File: src/rtl/xor_sweep_pkg.sv
// Shared state encoding and widths for the XOR sweep controller.
package xor_sweep_pkg;

    localparam int VEC_W    = 4;
    localparam int ERR_W    = 5;
    localparam int SETTLE_W = 4;

    typedef enum logic [2:0] {
        ST_IDLE,
        ST_APPLY,
        ST_SETTLE,
        ST_CHECK,
        ST_DONE
    } state_e;

endpackage

File: src/rtl/xor_sweep_controller_if.sv
// Control and datapath signals between the sweep controller (master) and its environment (slave).
interface xor_sweep_controller_if;
    import xor_sweep_pkg::*;

    logic             start;
    logic             hold;
    logic [VEC_W-1:0] vec_out;
    logic             e_in;
    logic             f_in;
    logic             g_in;
    logic             busy;
    logic             done;
    logic [ERR_W-1:0] err_cnt;
    logic [VEC_W-1:0] first_err_vec;

    modport master (
        input  start, hold, e_in, f_in, g_in,
        output vec_out, busy, done, err_cnt, first_err_vec
    );

    modport slave (
        output start, hold, e_in, f_in, g_in,
        input  vec_out, busy, done, err_cnt, first_err_vec
    );

endinterface

File: src/rtl/xor_expected_parity.sv
// Reference XOR outputs for a vector {A,B,C,D}: E=A^B, F=A^B^C, G=A^B^C^D, packed as {E,F,G}.
module xor_expected_parity
    import xor_sweep_pkg::*;
(
    input  logic [VEC_W-1:0] vec,
    output logic [2:0]       efg
);

    logic a, b, c, d;

    assign {a, b, c, d} = vec;
    assign efg = {a ^ b, a ^ b ^ c, a ^ b ^ c ^ d};

endmodule

File: src/rtl/xor_sweep_controller.sv
// Sweeps 4-bit vectors through an external XOR datapath and counts mismatching responses.
// Comparison logic is built only when XOR_SWEEP_SELF_CHECK_EN is defined.
module xor_sweep_controller
    import xor_sweep_pkg::*;
#(
    parameter int SETTLE_CYCLES = 2,
    parameter int LAST_VEC      = 15
)
(
    input logic                    clk,
    input logic                    rst,
    xor_sweep_controller_if.master bus
);

    localparam logic [VEC_W-1:0]    LAST        = VEC_W'(LAST_VEC);
    localparam logic [SETTLE_W-1:0] SETTLE_LAST = SETTLE_W'(SETTLE_CYCLES - 1);
    localparam logic [ERR_W-1:0]    ERR_MAX     = '1;

    state_e              state_q, state_d;
    logic [VEC_W-1:0]    vec_q, vec_d;
    logic [SETTLE_W-1:0] settle_q, settle_d;
    logic [ERR_W-1:0]    err_q, err_d;
    logic [VEC_W-1:0]    first_q, first_d;
    logic                done_c;
    logic [2:0]          exp_efg;

    xor_expected_parity u_parity (
        .vec (vec_q),
        .efg (exp_efg)
    );

`ifdef XOR_SWEEP_SELF_CHECK_EN
    logic mismatch;
    assign mismatch = ({bus.e_in, bus.f_in, bus.g_in} != exp_efg);
`else
    logic unused_datapath;
    assign unused_datapath = ^{bus.e_in, bus.f_in, bus.g_in, exp_efg};
`endif

    always_ff @(posedge clk or posedge rst) begin
        if (rst) begin
            state_q  <= ST_IDLE;
            vec_q    <= '0;
            settle_q <= '0;
            err_q    <= '0;
            first_q  <= '0;
        end else begin
            state_q  <= state_d;
            vec_q    <= vec_d;
            settle_q <= settle_d;
            err_q    <= err_d;
            first_q  <= first_d;
        end
    end

    // hold freezes everything, so all transitions sit under !hold
    always_comb begin
        state_d  = state_q;
        vec_d    = vec_q;
        settle_d = settle_q;
        err_d    = err_q;
        first_d  = first_q;
        done_c   = 1'b0;
        if (!bus.hold) begin
            case (state_q)
                ST_IDLE: begin
                    if (bus.start) begin
                        state_d = ST_APPLY;
                        vec_d   = '0;
                        err_d   = '0;
                        first_d = '0;
                    end
                end
                ST_APPLY: begin
                    settle_d = '0;
                    if (SETTLE_CYCLES > 0) state_d = ST_SETTLE;
                    else                   state_d = ST_CHECK;
                end
                ST_SETTLE: begin
                    if (settle_q == SETTLE_LAST) state_d = ST_CHECK;
                    else                         settle_d = settle_q + 1'b1;
                end
                ST_CHECK: begin
`ifdef XOR_SWEEP_SELF_CHECK_EN
                    if (mismatch) begin
                        if (err_q == '0)     first_d = vec_q;
                        if (err_q != ERR_MAX) err_d  = err_q + 1'b1;
                    end
`endif
                    if (vec_q == LAST) begin
                        state_d = ST_DONE;
                    end else begin
                        vec_d   = vec_q + 1'b1;
                        state_d = ST_APPLY;
                    end
                end
                ST_DONE: begin
                    done_c  = 1'b1;
                    state_d = ST_IDLE;
                end
                default: state_d = ST_IDLE;
            endcase
        end
    end

    assign bus.vec_out       = vec_q;
    assign bus.busy          = (state_q != ST_IDLE);
    assign bus.done          = done_c;
    assign bus.err_cnt       = err_q;
    assign bus.first_err_vec = first_q;

endmodule

File: src/flat_wrapper.sv
// flat-port wrapper written by rule: the top's interface ports become plain ports
module xor_sweep_controller_flat import xor_sweep_pkg::*;
#(
    parameter int SETTLE_CYCLES = 2,
    parameter int LAST_VEC      = 15
)
  (clk, rst, bus_start, bus_hold, bus_e_in, bus_f_in, bus_g_in, bus_vec_out, bus_busy, bus_done, bus_err_cnt, bus_first_err_vec);
  xor_sweep_controller_if bus_i ();
  input logic clk;
  input logic rst;
  input wire logic [$bits(bus_i.start)-1:0] bus_start;
  input wire logic [$bits(bus_i.hold)-1:0] bus_hold;
  input wire logic [$bits(bus_i.e_in)-1:0] bus_e_in;
  input wire logic [$bits(bus_i.f_in)-1:0] bus_f_in;
  input wire logic [$bits(bus_i.g_in)-1:0] bus_g_in;
  output wire logic [$bits(bus_i.vec_out)-1:0] bus_vec_out;
  output wire logic [$bits(bus_i.busy)-1:0] bus_busy;
  output wire logic [$bits(bus_i.done)-1:0] bus_done;
  output wire logic [$bits(bus_i.err_cnt)-1:0] bus_err_cnt;
  output wire logic [$bits(bus_i.first_err_vec)-1:0] bus_first_err_vec;
  assign bus_i.start = bus_start;
  assign bus_i.hold = bus_hold;
  assign bus_i.e_in = bus_e_in;
  assign bus_i.f_in = bus_f_in;
  assign bus_i.g_in = bus_g_in;
  assign bus_vec_out = bus_i.vec_out;
  assign bus_busy = bus_i.busy;
  assign bus_done = bus_i.done;
  assign bus_err_cnt = bus_i.err_cnt;
  assign bus_first_err_vec = bus_i.first_err_vec;
  xor_sweep_controller #(.SETTLE_CYCLES(SETTLE_CYCLES), .LAST_VEC(LAST_VEC)) u_core (.clk(clk), .rst(rst), .bus(bus_i));
endmodule
File: config.mk
export PLATFORM = sky130hd
export DESIGN_NAME = xor_sweep_controller_flat
export DESIGN_NICKNAME = d
export VERILOG_FILES = /design/src/rtl/xor_sweep_pkg.sv /design/src/rtl/xor_sweep_controller_if.sv /design/src/rtl/xor_expected_parity.sv /design/src/rtl/xor_sweep_controller.sv /design/src/flat_wrapper.sv
export SDC_FILE = /design/constraint.sdc
export NUM_CORES = 1
export LEC_CHECK = 0
export CORE_MARGIN = 3
export CORE_UTILIZATION = 46
export CTS_CLUSTER_DIAMETER = 30
export DETAILED_ROUTE_END_ITERATION = 10
export PLACE_DENSITY = 0.77
export SLEW_MARGIN = 20
export SYNTH_ARGS = -nofsm -noshare
export SYNTH_HDL_FRONTEND = slang
export SYNTH_SLANG_ARGS = --single-unit
File: constraint.sdc
create_clock -name clk -period 1.73 [get_ports clk]
set_input_delay 0.4325 -clock clk [delete_from_list [all_inputs] [get_ports clk]]
set_output_delay 0.4325 -clock clk [all_outputs]
set_load 0.01 [all_outputs]
==> metrics.md <==
| Metric | Value |
|---|---|
| Average routed wire per standard cell | 13.81 um |
| Crit-path max FO | 5 |
| Top cell type by total area after synthesis | sky130_fd_sc_hd__dfrtp_1 |
| Areal power density over the cells | 1558 nW/um^2 |
| Top cells by area in the synthesized netlist | sky130_fd_sc_hd__dfrtp_1 (34%), sky130_fd_sc_hd__buf_4 (9.4%), sky130_fd_sc_hd__ha_1 (4.7%) |
| Number of failing hold endpoints at the final stage | 0 |
| Initial core utilization | 50.79% |
| Wire length of the first global-routing pass | 2697 um |
| N_diodes | 0 |
| Min-Delay Path Class | in2async |
| Antenna-violating nets left | 0 |
| Startpoint class of the critical path | flop |
| Number of buffers created by CTS | 3 |
| Worst Hold Margin | 0.4621 ns |
| Wirelength, routed | 1740 um |
| Critical path arrival | 1.23 ns |
| Most instantiated cells after synthesis | sky130_fd_sc_hd__dfrtp_1 (11), sky130_fd_sc_hd__buf_4 (10), sky130_fd_sc_hd__inv_1 (6), sky130_fd_sc_hd__nand3_1 (6) |
| Leakage power of the design | 0.4650 nW |
| Min cycle time layout | 1.662 ns |
| Final cell area excluding filler cells | 982.2 sq um |
| TritonCTS sink count | 11 |
| Share of post-route cells with drive strength above 1 | 24.55% |
| Worst path setup slack after routing | 0.06811 ns |
| Number of enable flip-flop cells after synthesis | 0 |
| Filler Cell Count | 137 |
| Overflow after GRT | 0 |
| Category of the most critical setup path | reg2out |
| Total number of vias | 720 |
| Max-cap check violation count | 0 |
| Critical path's top delay family | buffers and inverters |
| Yosys warning total | 0 |
| Synth top area share | 34.38% |
| Top-level I/O count | 22 |
| Distinct cell type count after synthesis | 41 |
| Run status | finished, final reports clean |
| Worst-skew pair later-pin latency | 0.26 ns |
| DP Wirelength | 1244 um |
| Cell row count | 14 |
| Area of the die | 2277 sq um |
| Total routing resource utilization after global routing | 16.46% |
| Initial detailed-routing violation count | 12 |
| Maximum achievable frequency | 601.7 MHz |
| Drt via density | 5.714 |
| Peak VDD IR | 0.8113 mV |
| CP Capture Type | output port |
| Critical path data required time | 1.30 ns |
| Post-synthesis average cell area | 9.100 sq um |
| Count of port buffers added during placement | 9 |
| Part of the Yosys area used for sequential elements | 34.38% |
| Antenna violations before repair | 0 |
| Clock Tree Buf Depth | 2 |
| H-tree levels | 1 |
| Total power draw | 0.001530 W |
| Via count of the first global-routing pass | 595 |
| Area added between synthesis and finish | 22.66% |
| Crit-path cells | clkdlybuf4s50_1 |
| Core Footprint | 1577 sq um |
| Netlist area before placement | 800.8 sq um |
| Clock-pin transition on the worst setup and hold timing paths | 0.08 ns |
| Total number of nets in the final design | 121 |
| Height of the die | 47.72 um |
| Hold-fix buffer count after cts | 0 |
| Critical path buffer and inverter count | 1 |
| CTS tree | done |
| Async set-or-reset flop fraction in the synthesized netlist | 100.0% |
| Register bit count reported by yosys | 11 |
| Number of detailed-routing iterations run before antenna repair | 5 |
| DRC Markers | 0 |
| Width of the chip | 47.72 um |
| Final period utilization | 96.06% |
| Predominant post-synthesis flop cell | sky130_fd_sc_hd__dfrtp_1 |
| Pre-CTS setup slack | -0.4556 ns |
| Routability congestion estimate from global placement | 0.8567 |
| Crit path largest cell delay | 0.56 ns |
| Slowest-stage cell, CP | sky130_fd_sc_hd__clkdlybuf4s50_1 |
| Setup-violating endpoint count in the final report | 0 |
| RSZ-0062 raised after global routing | no |
| Pin count of the biggest net entering global routing | 16 |
| Synth Instances | 88 |
| Post-place instance area | 917.1 sq um |
| Number of max-slew violations in the final report | 0 |
| Layout Skew | 0.001514 ns |
| CTS root buf | sky130_fd_sc_hd__clkbuf_4 |
| Most common cell in the synthesized netlist | sky130_fd_sc_hd__dfrtp_1 |
-- layout make-up --
class	instances	area, sq um	share of cell area (%)
Clock buffer	4	26.28	2.675
Sequential cell	11	276.5	28.15
Timing Repair Buffer	24	195.2	19.87
Multi-Input combinational cell	65	441.7	44.97
Tap cell	16	20.02	2.038
Inverter	6	22.52	2.293
-- cell families after synthesis --
logic type / after synthesis / share of synthesized area, %
AOI/OAI and AO/OA: 25 / 22.50
adders and majority gates: 3 / 4.688
buffers and inverters: 20 / 15.15
DFF: 11 / 34.37
muxes: 1 / 1.874
other: 1 / 0.4683
and+or+nand+nor: 27 / 20.94
-- flip-flops by register name, summed over array words and instances, names as in the netlist --
| name | cells |
|---|---|
| u_core.settle_q | 4 |
| u_core.state_q | 3 |
| u_core.bus.vec_out | 4 |
-- timing repair --
action                     in CTS  in global routing
cloned                          0                  0
resized for setup              11                  2
buffers inserted                1                  4
setup endpoints to repair       4                  5
-- metal layers --
metal | vias to the layer above | GRT usage (%) | wire [um]
met2 | 22 | 24.01 | 803
met3 | 2 | 3.759 | 67
li1 | 355 | - | -
met4 | 0 | 3.226 | 18
met1 | 341 | 24.72 | 851
met5 | - | 0 | 0
-- worst paths after layout --
path | from | end | slack [ns] | depth (start not counted)
hold reg to reg | u_core.bus.vec_out[2]$_DFFE_PP0P_ | u_core.bus.vec_out[2]$_DFFE_PP0P_ | 0.60 | 1
setup / recovery | u_core.bus.vec_out[1]$_DFFE_PP0P_ | bus_vec_out[1] | 0.07 | 1
setup reg to reg | u_core.state_q[0]$_DFFE_PP0P_ | u_core.bus.vec_out[1]$_DFFE_PP0P_ | 0.15 | 5
hold / removal | rst | u_core.state_q[1]$_DFFE_PP0P_ | 0.46 | 2
min in group clk | u_core.bus.vec_out[2]$_DFFE_PP0P_ | u_core.bus.vec_out[2]$_DFFE_PP0P_ | 0.60 | 1
max in group asynchronous | rst | u_core.bus.vec_out[2]$_DFFE_PP0P_ | 0.94 | 2
-- metrics by stage --
step | util (%) | setup TNS [ns] | std cells
6_report | 62.30 | 0 | 126
5_1_grt | 62.30 | 0 | 126
4_1_cts | 60.63 | 0 | 122
3_5_place_dp | 58.17 | -2.129 | 117
3_3_place_gp | 58.17 | -1.983 | 117
2_1_floorplan | - | 0 | 96
-- cells in the final DEF, fill, tap and decap left out, types with 2 or more instances in the layout --
cell type and n:
sky130_fd_sc_hd__dfrtp_1 10, sky130_fd_sc_hd__nand3_1 6, sky130_fd_sc_hd__o31ai_1 2, sky130_fd_sc_hd__o311ai_1 2, sky130_fd_sc_hd__clkbuf_4 3, sky130_fd_sc_hd__inv_1 6
sky130_fd_sc_hd__o21ai_1 5, sky130_fd_sc_hd__a41oi_1 2, sky130_fd_sc_hd__nor2_1 5, sky130_fd_sc_hd__conb_1 9, sky130_fd_sc_hd__ha_1 3, sky130_fd_sc_hd__buf_4 14
sky130_fd_sc_hd__clkdlybuf4s50_1 6, sky130_fd_sc_hd__a21oi_1 3, sky130_fd_sc_hd__nand2_1 3
-- power by group --
group          leakage (nW)  switching [W]  internal, W
registers             0.139       0.000131     0.000368
logic                 0.311       0.000419     0.000431
clock network        0.0150      0.0000934    0.0000890
(Power assumes the default switching activity.)
